### src/rtl/ahb_bus_arbiter_if.sv
// ahb_bus_arbiter_if: arbitration bundle between the AHB masters and the arbiter.
//   master : the requesting side (bus masters / address-phase owner).
//   slave  : the arbiter's view (takes requests, drives grant and ownership).
interface ahb_bus_arbiter_if #(
  parameter int NUM_MASTERS = 4,
  parameter int MASTER_ID_W = 2
);
  logic [NUM_MASTERS-1:0] h_busreq;
  logic [NUM_MASTERS-1:0] h_lock;
  logic [1:0]             h_trans;
  logic [2:0]             h_burst;
  logic                   h_ready;
  logic [NUM_MASTERS-1:0] h_grant;
  logic [MASTER_ID_W-1:0] h_master;
  logic                   h_mastlock;

  modport master (
    output h_busreq, h_lock, h_trans, h_burst, h_ready,
    input  h_grant, h_master, h_mastlock
  );

  modport slave (
    input  h_busreq, h_lock, h_trans, h_burst, h_ready,
    output h_grant, h_master, h_mastlock
  );
endinterface

### src/rtl/ahb_bus_arbiter.sv
// ahb_bus_arbiter: multi-master AHB arbiter.
//   - Registered one-hot grant, rearbitrated only at burst boundaries.
//   - Locked owner keeps the bus while it still requests.
//   - Parks on DEFAULT_MASTER when nobody requests.
//   - h_master/h_mastlock trail the grant by one accepted cycle.
// Build option: define ARB_FIXED_PRIORITY_EN to replace round-robin with
// lowest-index-wins fixed priority.
module ahb_bus_arbiter #(
  parameter int NUM_MASTERS    = 4,
  parameter int MASTER_ID_W    = 2,
  parameter int DEFAULT_MASTER = 0
) (
  input  logic              h_clk,
  input  logic              h_resetn,
  ahb_bus_arbiter_if.slave  bus
);
  localparam logic [1:0] TR_IDLE   = 2'b00;
  localparam logic [1:0] TR_NONSEQ = 2'b10;
  localparam logic [1:0] TR_SEQ    = 2'b11;
  localparam logic [2:0] BU_SINGLE = 3'd0;
  localparam logic [2:0] BU_INCR   = 3'd1;

  localparam logic [MASTER_ID_W-1:0] DEF_ID    = MASTER_ID_W'(DEFAULT_MASTER);
  localparam logic [NUM_MASTERS-1:0] DEF_GRANT = NUM_MASTERS'(1) << DEFAULT_MASTER;

  logic [NUM_MASTERS-1:0] grant_q, grant_d;
  logic [MASTER_ID_W-1:0] master_q, master_d;
  logic                   mastlock_q, mastlock_d;
  logic [4:0]             cnt_q, cnt_d;
  logic [MASTER_ID_W-1:0] last_q, last_d;

  logic [MASTER_ID_W-1:0] owner;
  logic [4:0]             blen;
  logic                   rearb;
  logic [MASTER_ID_W-1:0] pick;
  logic                   found;

  // Encode the one-hot grant into the current owner index.
  always_comb begin
    owner = '0;
    for (int i = 0; i < NUM_MASTERS; i++)
      if (grant_q[i]) owner = MASTER_ID_W'(i);
  end

  // Fixed burst length; zero for SINGLE and undefined-length INCR.
  always_comb begin
    case (bus.h_burst)
      3'd2, 3'd3: blen = 5'd4;
      3'd4, 3'd5: blen = 5'd8;
      3'd6, 3'd7: blen = 5'd16;
      default:    blen = 5'd0;
    endcase
  end

  // Beat counter: loaded on a fixed-length NONSEQ, counts down on SEQ.
  always_comb begin
    cnt_d = cnt_q;
    if (bus.h_ready) begin
      if (bus.h_trans == TR_NONSEQ && blen != 5'd0)
        cnt_d = blen - 5'd1;
      else if (bus.h_trans == TR_SEQ && cnt_q != 5'd0)
        cnt_d = cnt_q - 5'd1;
    end
  end

  // Legal handover points; BUSY and stalled cycles never qualify.
  always_comb begin
    rearb = bus.h_ready &
            ((bus.h_trans == TR_IDLE) |
             (bus.h_trans == TR_NONSEQ && bus.h_burst == BU_SINGLE) |
             (bus.h_trans == TR_SEQ && cnt_q == 5'd1) |
             (bus.h_burst == BU_INCR && bus.h_trans[1] && !bus.h_busreq[owner]));
  end

  // Candidate selection among current requesters.
  always_comb begin
    pick  = DEF_ID;
    found = 1'b0;
`ifdef ARB_FIXED_PRIORITY_EN
    for (int i = NUM_MASTERS - 1; i >= 0; i--)
      if (bus.h_busreq[i]) begin
        pick  = MASTER_ID_W'(i);
        found = 1'b1;
      end
`else
    // Scan upward from the slot after last_owner; last_owner itself is checked last.
    for (int i = 1; i <= NUM_MASTERS; i++)
      if (!found && bus.h_busreq[(int'(last_q) + i) % NUM_MASTERS]) begin
        pick  = MASTER_ID_W'((int'(last_q) + i) % NUM_MASTERS);
        found = 1'b1;
      end
`endif
  end

  // Next grant: lock keeps owner, else chosen requester, else park on default.
  always_comb begin
    grant_d = grant_q;
    last_d  = last_q;
    if (rearb) begin
      if (bus.h_lock[owner] && bus.h_busreq[owner]) begin
        grant_d = grant_q;
      end else if (found) begin
        grant_d = NUM_MASTERS'(1) << pick;
        last_d  = pick;
      end else begin
        grant_d = DEF_GRANT;
      end
    end
  end

  // Address-phase ownership follows the pre-edge grant on each accepted cycle.
  always_comb begin
    master_d   = master_q;
    mastlock_d = mastlock_q;
    if (bus.h_ready) begin
      master_d   = owner;
      mastlock_d = bus.h_lock[owner];
    end
  end

  // State registers; async reset clears any in-flight burst.
  always_ff @(posedge h_clk or negedge h_resetn) begin
    if (!h_resetn) begin
      grant_q    <= DEF_GRANT;
      master_q   <= DEF_ID;
      mastlock_q <= 1'b0;
      cnt_q      <= 5'd0;
      last_q     <= DEF_ID;
    end else begin
      grant_q    <= grant_d;
      master_q   <= master_d;
      mastlock_q <= mastlock_d;
      cnt_q      <= cnt_d;
      last_q     <= last_d;
    end
  end

  assign bus.h_grant    = grant_q;
  assign bus.h_master   = master_q;
  assign bus.h_mastlock = mastlock_q;
endmodule
### src/flat_wrapper.sv
// flat-port wrapper written by rule: the top's interface ports become plain ports
module ahb_bus_arbiter_flat 
#(
  parameter int NUM_MASTERS    = 4,
  parameter int MASTER_ID_W    = 2,
  parameter int DEFAULT_MASTER = 0
)
  (h_clk, h_resetn, bus_h_busreq, bus_h_lock, bus_h_trans, bus_h_burst, bus_h_ready, bus_h_grant, bus_h_master, bus_h_mastlock);
  ahb_bus_arbiter_if #(.NUM_MASTERS(NUM_MASTERS), .MASTER_ID_W(MASTER_ID_W)) bus_i ();
  input  logic h_clk;
  input  logic h_resetn;
  input wire logic [$bits(bus_i.h_busreq)-1:0] bus_h_busreq;
  input wire logic [$bits(bus_i.h_lock)-1:0] bus_h_lock;
  input wire logic [$bits(bus_i.h_trans)-1:0] bus_h_trans;
  input wire logic [$bits(bus_i.h_burst)-1:0] bus_h_burst;
  input wire logic [$bits(bus_i.h_ready)-1:0] bus_h_ready;
  output wire logic [$bits(bus_i.h_grant)-1:0] bus_h_grant;
  output wire logic [$bits(bus_i.h_master)-1:0] bus_h_master;
  output wire logic [$bits(bus_i.h_mastlock)-1:0] bus_h_mastlock;
  assign bus_i.h_busreq = bus_h_busreq;
  assign bus_i.h_lock = bus_h_lock;
  assign bus_i.h_trans = bus_h_trans;
  assign bus_i.h_burst = bus_h_burst;
  assign bus_i.h_ready = bus_h_ready;
  assign bus_h_grant = bus_i.h_grant;
  assign bus_h_master = bus_i.h_master;
  assign bus_h_mastlock = bus_i.h_mastlock;
  ahb_bus_arbiter #(.NUM_MASTERS(NUM_MASTERS), .MASTER_ID_W(MASTER_ID_W), .DEFAULT_MASTER(DEFAULT_MASTER)) u_core (.h_clk(h_clk), .h_resetn(h_resetn), .bus(bus_i));
endmodule
### config.mk
export PLATFORM = sky130hd
export DESIGN_NAME = ahb_bus_arbiter_flat
export DESIGN_NICKNAME = d
export VERILOG_FILES = /design/src/rtl/ahb_bus_arbiter_if.sv /design/src/rtl/ahb_bus_arbiter.sv /design/src/flat_wrapper.sv
export SDC_FILE = /design/constraint.sdc
export NUM_CORES = 1
export LEC_CHECK = 0
export CAP_MARGIN = 25
export CORE_AREA = 5 5 59 45
export CTS_BUF_LIST = sky130_fd_sc_hd__clkbuf_8
export DETAILED_ROUTE_END_ITERATION = 10
export DIE_AREA = 0 0 64 50
export GPL_TIMING_DRIVEN = 1
export PLACE_DENSITY = 0.75
export SYNTH_ARGS = -nofsm -noshare
export SYNTH_HDL_FRONTEND = slang
export SYNTH_SLANG_ARGS = --single-unit
### constraint.sdc
create_clock -name h_clk -period 2.3 [get_ports h_clk]
set_input_delay 0.23 -clock h_clk [delete_from_list [all_inputs] [get_ports h_clk]]
set_output_delay 0.23 -clock h_clk [all_outputs]
set_load 0.1 [all_outputs]
==> metrics.sh, run 1 <==
OUTCOME='complete, no violations'
GRT_PASS1_WL_MM=3.91
R2R_START='u_core.cnt_q[2]'
FINAL_CLOCK_PERIOD_UTILIZATION_BY_THE_WORST_PATH_PCT=87.0
CP_DATA_REQUIRED_TIME_PS=2420
DRIVE_ABOVE_1_SHARE_PCT=22.7
NUM_ROWS=14
POWER.STATIC_LEAKAGE_nW=0.514
REG2REG_DEPTH=5
FOOTPRINT_OF_THE_MULTI_INPUT_GATES_UM2=558
REGTOREGENDPOINT='u_core.last_q[1]'
R2R_SETUP_SLACK_PS=300
TIMING.CRITICAL_PATH.MAX_DELAY_FAMILY='simple AND/OR/NAND/NOR gates'
DIE-WIDTH_UM=64
WORSTMARGINPINSLEW_PS=655
YS.FLOP_TYPE='sky130_fd_sc_hd__dfrtp_1'
INITIAL_UTILIZATION_PCT=46.2
NUMPORTBUFFERS=22
INSTANCE_COUNT_AFTER_PLACEMENT_WITH_TAP_CELLS_INCLUDED=148
FINALCLOCKSKEW_PS=4.91
PERIOD_MINUS_SLACK_PS=2000
GRT_START_MAX_NET_PINS=15
SYNTH_ENABLE_FLOP_CELLS=0
FINAL_HOLD_VIOLATION_COUNT=0
YOSYSSEQAREASHARE_PCT=37.1
RSZ0062_AT_GRT='false'
HPWLAFTERDP_MM=1.85
LAYOUT.FILLER_CELLS=176
CRITICAL_PATH.MAX_FANOUT=5
CTS_HTREE_LEVELS=1
VIA_COUNT_OF_THE_FIRST_GLOBAL_ROUTING_PASS=860
VIAS=874
SETUP_VIOLATIONS_FINAL=0
SYN-NUM-NETS=121
HOLD_BUFFERS=0
FP.DIEH_UM=50
CLOCK_LATENCY_PS=250
MAXCAPVIOLCOUNT=0
CTS.REPAIR_TIMING.SETUP_BUFFER_COUNT=0
FINALNETCOUNT=150
DESIGN.CORE.AREA_UM2=2050
SLEW_HEADROOM_PCT=56.2
TIMING_WORST_SETUP_PATH_TYPE='flop to flop'
CLOCKBUFFERDEPTH=2
YOSYS_WARNINGS=0
IR_DROP_mV=1.08
DRT_FIRST_PASS_ITERS=4
SETUP.WORST_PATH.END='u_core.last_q[1]'
POST-ROUTE-DRC-COUNT=0
WORSTSETUPSTARTPOINT='u_core.cnt_q[2]'
N_ANTENNA_CELL=0
PATH_BUF_INV=0
SYNTH_CELL_TYPES=33
WORST-PATH-STAGES=5
POWER_PER_CELL_AREA_nW_PER_UM2=1310
FINAL_CELLS=152
SYN_AREA_PER_CELL_UM2=9.47
PLACE_CONGESTION=0.745
ANTENNA_VIOLATING_NETS_POST_ROUTE=0
AVERAGE_WIRE_LENGTH_PER_CELL_AFTER_DETAIL_ROUTING_UM=15.5
FINALWIRELENGTH_MM=2.36
CTS.ROOT.BUFFER_CELL='sky130_fd_sc_hd__clkbuf_8'
SEQCELLAREA_UM2=355
FRACTION_OF_SYNTHESIS_FLOPS_USING_AN_ASYNCHRONOUS_SET_OR_RESET_PIN_PCT=100
POSTCTSRESIZEDCELLS=0
CRITPATHLAUNCHTYPE='flop'
DESIGN.PORTCOUNT=23
CLKSINKCOUNT=14
CRITPATHCAPTURETYPE='flop'
GRT_OVERFLOW=0
ANTENNA_FOUND_INITIAL=0
SYNTH_CELLS=100
CTS-BUFFERS-INSERTED=3
YOSYS_REGISTER_BITS=14
CPMAXSTAGEDELAYCELL='sky130_fd_sc_hd__or4b_4'
GROUTE.USAGE.OVERALL_PCT=15.5
DRT-INITIAL-DRC-COUNT=40
TRITONCTS_CLOCK_TREE='yes'
HOLD_PATH_CLASS='primary input to async pin'
MAX_STAGE_DELAY_PS=570
SLEW_VIOL_FINAL=0
FMAXACHIEVABLE_GHz=0.500
CRITICAL_PATH.CELL_CHAIN='or4b_4, o22ai_2, a41oi_2, a221o_2, mux2_1'
DATA_ARRIVAL_TIME_OF_THE_CRITICAL_PATH_PS=2120
NETLIST_AREA_UM2=947
FINALSETUPTNS_PS=0
ROUTE.DETAILED.VIAS_PER_INST=5.75
CLK_PIN_SLEW_WORST_PATHS_PS=60
SIGNED_AREA_CHANGE_FROM_THE_SYNTHESIZED_NETLIST_TO_THE_FINAL_LAYOUT_PCT=30.9
DIE-AREA_UM2=3200
Yosys cell counts (2+ instances only):
cell type / instances / area share (%)
sky130_fd_sc_hd__a21oi_1: 2 / 1.1
sky130_fd_sc_hd__a221o_2: 2 / 2.4
sky130_fd_sc_hd__a22o_1: 2 / 1.8
sky130_fd_sc_hd__a31oi_1: 2 / 1.3
sky130_fd_sc_hd__dfrtp_1: 13 / 34
sky130_fd_sc_hd__ha_1: 5 / 6.6
sky130_fd_sc_hd__inv_1: 5 / 2.0
sky130_fd_sc_hd__mux2_1: 2 / 2.4
sky130_fd_sc_hd__mux2_2: 4 / 4.8
sky130_fd_sc_hd__mux2i_1: 2 / 2.1
sky130_fd_sc_hd__nand2_1: 10 / 4.0
sky130_fd_sc_hd__nand2b_1: 6 / 4.0
sky130_fd_sc_hd__nand3_1: 2 / 1.1
sky130_fd_sc_hd__nor2_1: 12 / 4.8
sky130_fd_sc_hd__nor2b_1: 2 / 1.3
sky130_fd_sc_hd__nor3_1: 2 / 1.1
sky130_fd_sc_hd__nor3b_1: 2 / 1.6
sky130_fd_sc_hd__o21a_1: 4 / 3.2
sky130_fd_sc_hd__o21ai_0: 5 / 2.6
sky130_fd_sc_hd__o22ai_1: 3 / 2.0
final cells by class:
cell class              count  share of cell area [%]
flip-flops and latches     14                    28.7
clock inverters             1                   0.303
clock buffers               3                    3.33
multi-input cells          79                    45.0
inverters                   5                    1.51
well taps                  24                    2.42
repair buffers             26                    18.8
worst min-delay path by stage:
stage	from	to	cells after the start
global placement	u_core.bus.h_mastlock	u_core.bus.h_mastlock	1
CTS	h_resetn	u_core.cnt_q[0]	1
floorplan	h_resetn	u_core.bus.h_grant[1]	0
global route	h_resetn	u_core.cnt_q[4]	1
finish	h_resetn	u_core.cnt_q[2]	1
detailed placement	u_core.bus.h_mastlock	u_core.bus.h_mastlock	1
state kept, by name, summed over array words and instances, names as in the netlist:
signal and count:
u_core.last_q 2, u_core.cnt_q 5, u_core.bus.h_grant 4, u_core.bus.h_mastlock 1, u_core.bus.h_master 2
power by group:
group	total [mW]	internal (mW)	switching, mW
Sequential	0.488	0.369	0.119
Clock	0.206	0.118	0.0881
Combinational	0.925	0.292	0.634
through the flow:
stage               power, mW  instance area, µm²  hold slack (ps)  utilization, %  worst slack [ps]
finish                   1.62                1240              386            60.5               298
CTS                      1.62                1240              406            60.5               312
floorplan                1.17                 951            -65.6               -               171
global route             1.70                1240              452            60.5               255
global placement         1.38                1190              462            58.3               164
detailed placement       1.41                1190              473            58.3               115
logic make-up (layout without fill, tap and decap cells):
kind of cell,count (synthesis),after routing,synth area share [%]
AOI/OAI and AO/OA,28,28,23.3
adders and majority gates,5,5,6.61
muxes,8,8,9.25
buffers and inverters,7,35,3.96
DFF,14,14,37.1
and+or+nand+nor,38,38,19.8
cells in the final DEF, fill, tap and decap left out, drive strengths merged:
cell type      Yosys  routed
nor3               2       2
dfstp              1       1
nand2             10      10
nor2b              2       2
o22ai              4       4
inv                5       6
nand3              2       2
o2111a             1       1
mux2i              2       2
ha                 5       5
clkdlybuf4s50      0      15
a21oi              3       3
nor3b              2       2
o2111ai            1       1
dfrtp             13      13
a22o               2       2
mux2               6       6
a31oi              2       2
a221o              2       2
clkbuf             1       3
o21ai              5       5
o311ai             1       1
nor2              12      12
or4b               1       1
buf                1      11
a21o               1       1
nand2b             6       6
and2               1       1
o21a               4       4
o31a               1       1
a41oi              1       1
layer usage:
layer	up-vias	global-route usage (%)	wire length [µm]
li1	420	-	-
met1	435	19.9	1090
met2	17	25.3	1140
met3	2	3.86	104
met4	0	5.19	23
met5	-	0	0
No activity file was read; power rests on OpenSTA's default activity.
==> inputs of run 2 (changes only) <==
Settings changed: CELL_PAD_IN_SITES_DETAIL_PLACEMENT set to 1, CELL_PAD_IN_SITES_GLOBAL_PLACEMENT set to 1, CORE_AREA 5 5 59 45 to 5 5 66 50, DIE_AREA 0 0 64 50 to 0 0 71 55, HOLD_SLACK_MARGIN set to 0.02, PLACE_DENSITY 0.75 to 0.77, SKIP_CTS_REPAIR_TIMING set to 1.
==> run 2 against run 1 <==
Against the previous run: setup slack improved by 27 ps; power increased by 2.2%; register-to-register slack improved by 30 ps; critical endpoint is now u_core.last_q[0]; highest routed layer unchanged.
==> metrics.sh, run 2 (synthesized netlist as in run 1, its figures left out) <==
OUTCOME='complete, no violations'
AVERAGE_WIRE_LENGTH_PER_CELL_AFTER_DETAIL_ROUTING_UM=15.6  # +0.45%
FINAL_CLOCK_PERIOD_UTILIZATION_BY_THE_WORST_PATH_PCT=85.8  # -1.2 points
N_ANTENNA_CELL=0  # unchanged
P_SW_mW=0.843  # +0.24%
DATA_ARRIVAL_TIME_OF_THE_CRITICAL_PATH_PS=2100  # -20 ps
POWER_SHARE_OF_THE_COMBINATIONAL_GROUP_PCT=55.8  # -1.3 points
PERIOD_MINUS_SLACK_PS=1970  # -27.4 ps
DESIGN.PORTCOUNT=23  # unchanged
DIE-AREA_UM2=3910  # +22%
CLOCKBUFFERDEPTH=2  # unchanged
FOOTPRINT_OF_THE_MULTI_INPUT_GATES_UM2=558  # unchanged
P_SW_SHARE_PCT=50.9  # -1.0 points
TRITONCTS_CLOCK_TREE='yes'
FLIP_FLOP_COUNT_OF_THE_LARGEST_REGISTER_AFTER_LAYOUT=5  # unchanged
FINALCLOCKSKEW_PS=1.25  # -3.65 ps
CLKSINKCOUNT=14  # unchanged
TIMING.HOLD.WS_PS=397  # +11.2 ps
SUM_OF_INTERNAL_SWITCHING_AND_LEAKAGE_POWER_mW=1.65  # +2.2%
LAYOUT.FILLER_CELLS=317  # +80%
CLOCK_LATENCY_PS=240  # about the same
FINALNETCOUNT=150  # unchanged
SLEW_VIOL_FINAL=0  # unchanged
GRT_START_MAX_NET_PINS=15  # unchanged
CLKPWRFRAC_PCT=14.6  # +1.9 points
POWER_PER_CELL_AREA_nW_PER_UM2=1310  # +0.19%
DESIGN.CORE.AREA_UM2=2640  # +29%
POWER.STATIC_LEAKAGE_nW=0.516  # +0.36%
P_SEQ_SHARE_PCT=29.6  # -0.5 points
CRITPATHLAUNCHTYPE='flop'
FINISH.UTILIZATION_PCT=47.9  # -13 points
FINALWIRELENGTH_MM=2.56  # +8.4%
ANTENNA_FOUND_INITIAL=0  # unchanged
GRT_OVERFLOW=0  # unchanged
FINAL_CELL_AREA_UM2=1260  # +2.0%
FINAL_HOLD_VIOLATION_COUNT=0  # unchanged
NUMPORTBUFFERS=22  # unchanged
DRT_FIRST_PASS_ITERS=4  # unchanged
SEQCELLAREA_UM2=355  # unchanged
FINALSETUPTNS_PS=0  # unchanged
CTS.ROOT.BUFFER_CELL='sky130_fd_sc_hd__clkbuf_8'
CLK_PIN_SLEW_WORST_PATHS_PS=60  # about the same
LARGEST_REGISTER='u_core.cnt_q'
RSZ0062_AT_GRT='false'
VIAS=872  # -0.23%
DRT-INITIAL-DRC-COUNT=37  # -7.5%
CELLINTERNALPOWER_mW=0.812  # +4.3%
NUM_ROWS=16  # +2
GROUTE.USAGE.OVERALL_PCT=15.2  # -0.29 points
GRT_PASS1_WL_MM=4.61  # +18%
DRIVE_ABOVE_1_SHARE_PCT=23.4  # +0.78 points
ANTENNA_VIOLATING_NETS_POST_ROUTE=0  # unchanged
HOLD_PATH_CLASS='primary input to async pin'
LAYOUT.CELLS.MOST_COMMON='sky130_fd_sc_hd__clkdlybuf4s50_1'
CP_DATA_REQUIRED_TIME_PS=2430  # about the same
POST-ROUTE-DRC-COUNT=0  # unchanged
LAYOUT.CELLS.MOST_COMMON_LIST='sky130_fd_sc_hd__clkdlybuf4s50_1 (15), sky130_fd_sc_hd__nor2_1 (12), sky130_fd_sc_hd__buf_4 (11)'
HPWLAFTERDP_MM=2.04  # +9.9%
TIMING_WORST_SETUP_PATH_TYPE='flop to flop'
IR_DROP_mV=0.701  # -35%
WORSTMARGINPINSLEW_PS=680  # +25.1 ps
DIE-WIDTH_UM=71  # +11%
INITIAL_UTILIZATION_PCT=35.8  # -10 points
CRITICAL_PATH.MAX_FANOUT=5  # unchanged
DPL_CELL_AREA_UM2=1210  # +1.3%
CRITPATHCAPTURETYPE='flop'
ROUTE.DETAILED.VIAS_PER_INST=5.32  # -7.5%
SETUP_VIOLATIONS_FINAL=0  # unchanged
FMAXACHIEVABLE_GHz=0.506  # +1.4%
SIGNED_AREA_CHANGE_FROM_THE_SYNTHESIZED_NETLIST_TO_THE_FINAL_LAYOUT_PCT=33.6
CTS-BUFFERS-INSERTED=3  # unchanged
FP.DIEH_UM=55  # +10%
REG2REG_DEPTH=5  # unchanged
VIA_COUNT_OF_THE_FIRST_GLOBAL_ROUTING_PASS=957  # +11%
MAXCAPVIOLCOUNT=0  # unchanged
CTS_HTREE_LEVELS=1  # unchanged
SLEW_HEADROOM_PCT=54.5  # -1.7 points
PLACE_CONGESTION=0.879  # +18%
-- run 2: stage by stage --
step / instances / worst slack (ps)
finish: 164 / 325
global route: 164 / 176
CTS: 164 / 313
detailed placement: 160 / 117
global placement: 160 / 164
floorplan: 100 / 171
-- run 2: cell type report --
| class | count | area share [%] |
|---|---|---|
| multi-input cells | 79 | 44.1 |
| flip-flops and latches | 14 | 28.1 |
| repair buffers | 26 | 18.4 |
| clock buffers | 4 | 4.35 |
| well taps | 36 | 3.56 |
| inverters | 5 | 1.48 |
-- run 2: layer usage --
layer  wire [µm]  GRT usage [%]  share of wire [%]  vias up
li1            -              -                  -      420
met1        1270           18.6                 49      437
met2        1210           27.7                 47       13
met3          69           3.79                2.7        2
met4          20           3.75               0.78        0
met5           0              0                  0        -
-- run 2: critical path, stage by stage (launching register included) --
cell	delay, ps
sky130_fd_sc_hd__dfrtp_1	430
sky130_fd_sc_hd__or4b_4	560
sky130_fd_sc_hd__o22ai_2	140
sky130_fd_sc_hd__a41oi_2	70
sky130_fd_sc_hd__a221o_2	340
sky130_fd_sc_hd__mux2_1	310
-- run 2: power by group through the flow --
| stage | Sequential (mW) | Combinational (mW) | Clock, mW |
|---|---|---|---|
| after floorplan | 0.857 | 0.311 | 0 |
| after global placement | 0.485 | 0.903 | 0 |
| after detailed placement | 0.494 | 0.929 | 0 |
| after CTS | 0.490 | 0.931 | 0.249 |
| after global routing | 0.513 | 0.990 | 0.257 |
| final | 0.490 | 0.924 | 0.241 |
-- run 2: path summary, 6_finish.rpt --
| path | slack, ps | end | start |
|---|---|---|---|
| min in group h_clk | 480 | u_core.bus.h_mastlock | u_core.bus.h_mastlock |
| max reg2reg | 330 | u_core.last_q[0] | u_core.cnt_q[2] |
| min reg2reg | 480 | u_core.bus.h_mastlock | u_core.bus.h_mastlock |
| max in group asynchronous | 1430 | u_core.bus.h_grant[1] | h_resetn |
| max | 330 | u_core.last_q[0] | u_core.cnt_q[2] |
| min | 400 | u_core.bus.h_mastlock | h_resetn |
==> RTL edit (flow settings as in run 2) <==
`MASTER_ID_W` is set to 2 in 3 places; all go to 4.
--- a/src/rtl/ahb_bus_arbiter_if.sv
+++ b/src/rtl/ahb_bus_arbiter_if.sv
@@ -3,7 +3,7 @@
 //   slave  : the arbiter's view (takes requests, drives grant and ownership).
 interface ahb_bus_arbiter_if #(
   parameter int NUM_MASTERS = 4,
-  parameter int MASTER_ID_W = 2
+  parameter int MASTER_ID_W = 4
 );
   logic [NUM_MASTERS-1:0] h_busreq;
   logic [NUM_MASTERS-1:0] h_lock;
--- a/src/rtl/ahb_bus_arbiter.sv
+++ b/src/rtl/ahb_bus_arbiter.sv
@@ -7,7 +7,7 @@
 // lowest-index-wins fixed priority.
 module ahb_bus_arbiter #(
   parameter int NUM_MASTERS    = 4,
-  parameter int MASTER_ID_W    = 2,
+  parameter int MASTER_ID_W    = 4,
   parameter int DEFAULT_MASTER = 0
 ) (
   input  logic              h_clk,
--- a/src/flat_wrapper.sv
+++ b/src/flat_wrapper.sv
@@ -2,7 +2,7 @@
 module ahb_bus_arbiter_flat 
 #(
   parameter int NUM_MASTERS    = 4,
-  parameter int MASTER_ID_W    = 2,
+  parameter int MASTER_ID_W    = 4,
   parameter int DEFAULT_MASTER = 0
 )
   (h_clk, h_resetn, bus_h_busreq, bus_h_lock, bus_h_trans, bus_h_burst, bus_h_ready, bus_h_grant, bus_h_master, bus_h_mastlock);
Interface: changed (resized bus_h_master); port bits go from 23 to 25. The function was not compared with the original's and may differ.
==> RTL edit against run 2 <==
Power up 5.8%; via count up 1.4%; cell area up 3.7%; area after synthesis up 5.7%; sequential cell count unchanged; die area unchanged; setup slack worse by 71 ps; wire length up 9.9%; final cell count up 1.8%; critical path type is now in2reg.
==> RTL edit: results (changes against run 2) <==
metric	value	unit	change
synth.top_cells.by_area	dfrtp_1 (33%), ha_1 (6.3%), mux2i_1 (5.0%)		
r2r-end	u_core.bus.h_grant[2]$_DFFE_PN0P_		
use_met3	5.23	%	+1.4 points
avgSynthCellArea	9.62	um2	+1.6%
pre_cts_ws	1.33	ps	-116 ps
hold_slack	384	ps	-13.9 ps
grt_usage	16.0	%	+0.80 points
synth.cells.most_frequent	dfrtp_1 (13), nand2_1 (10), inv_1 (8), nor2_1 (8)		
drtIter0Drc	16		-57%
crit_slowest_cell	clkdlybuf4s50_1		
slew_headroom	55.1	%	+0.54 points
grt_pass1_wl	4.66	mm	+1.0%
skew	1.30	ps	+0.0462 ps
regToRegSetupSlack	400	ps	+70 ps
wl_per_cell	16.9	um	+7.9%
grt_pass1_vias	946		-1.1%
status	finished clean		
drive_gt1_share	19.8	%	-3.6 points
nets	153		+2.0%
max_stage_delay	480	ps	-80 ps
grt_use_met2	28.9	%	+1.2 points
met3WireLength	165	um	+140%
finalWirelength	2.81	mm	+9.9%
crit_family	compound AO/OA/AOI/OAI gates		
ir_worst_vdd	575	uV	-18%
## RTL edit: cell count changes in the layout (fill, tap and decap cells not counted), moves of 2 or more
cell | before | now
nor2_1 | 12 | 8
mux2_4 | 0 | 2
a221o_1 | 0 | 2
a221oi_2 | 0 | 2
a221o_2 | 2 | 0
mux2i_1 | 2 | 5
o21a_1 | 4 | 2
inv_1 | 5 | 8
a21oi_1 | 2 | 4
conb_1 | 0 | 2
a221oi_1 | 0 | 2
mux2_2 | 4 | 1
## RTL edit: area by class of cell
class	count	area (um2)	share of cell area (%)
multi-input combinational	80	601	45.8
tap	36	45.0	3.44
clock buffer	4	55.1	4.20
sequential	14	355	27.1
timing repair buffer	25	225	17.2
inverter	8	30.0	2.29
## RTL edit: cell families after synthesis
logic type | count (synthesis) | synth area share, %
DFF | 14 | 35.1
other | 1 | 0.375
adders and majority gates | 5 | 6.25
muxes | 10 | 11.4
buffers and inverters | 11 | 5.25
and+or+nand+nor | 38 | 22.5
AOI/OAI and AO/OA | 25 | 19.1
## RTL edit: how the worst max path moves through the flow
stage	endpoint	slack, ps	depth (start not counted)
CTS	u_core.cnt_q[3]$_DFFE_PN0P_	270	7
finish	u_core.cnt_q[4]$_DFFE_PN0P_	250	7
global placement	u_core.bus.h_grant[2]$_DFFE_PN0P_	130	6
detailed placement	u_core.cnt_q[3]$_DFFE_PN0P_	1	7
floorplan	u_core.bus.h_grant[2]$_DFFE_PN0P_	240	5
global route	u_core.cnt_q[3]$_DFFE_PN0P_	180	7
## RTL edit: power by group
part | switching (mW) | internal [mW] | leakage [nW] | total [mW]
clock network | 0.0970 | 0.152 | 0.0288 | 0.249
logic | 0.685 | 0.319 | 0.401 | 1.00
registers | 0.130 | 0.368 | 0.159 | 0.498
total | 0.912 | 0.839 | 0.589 | 1.75
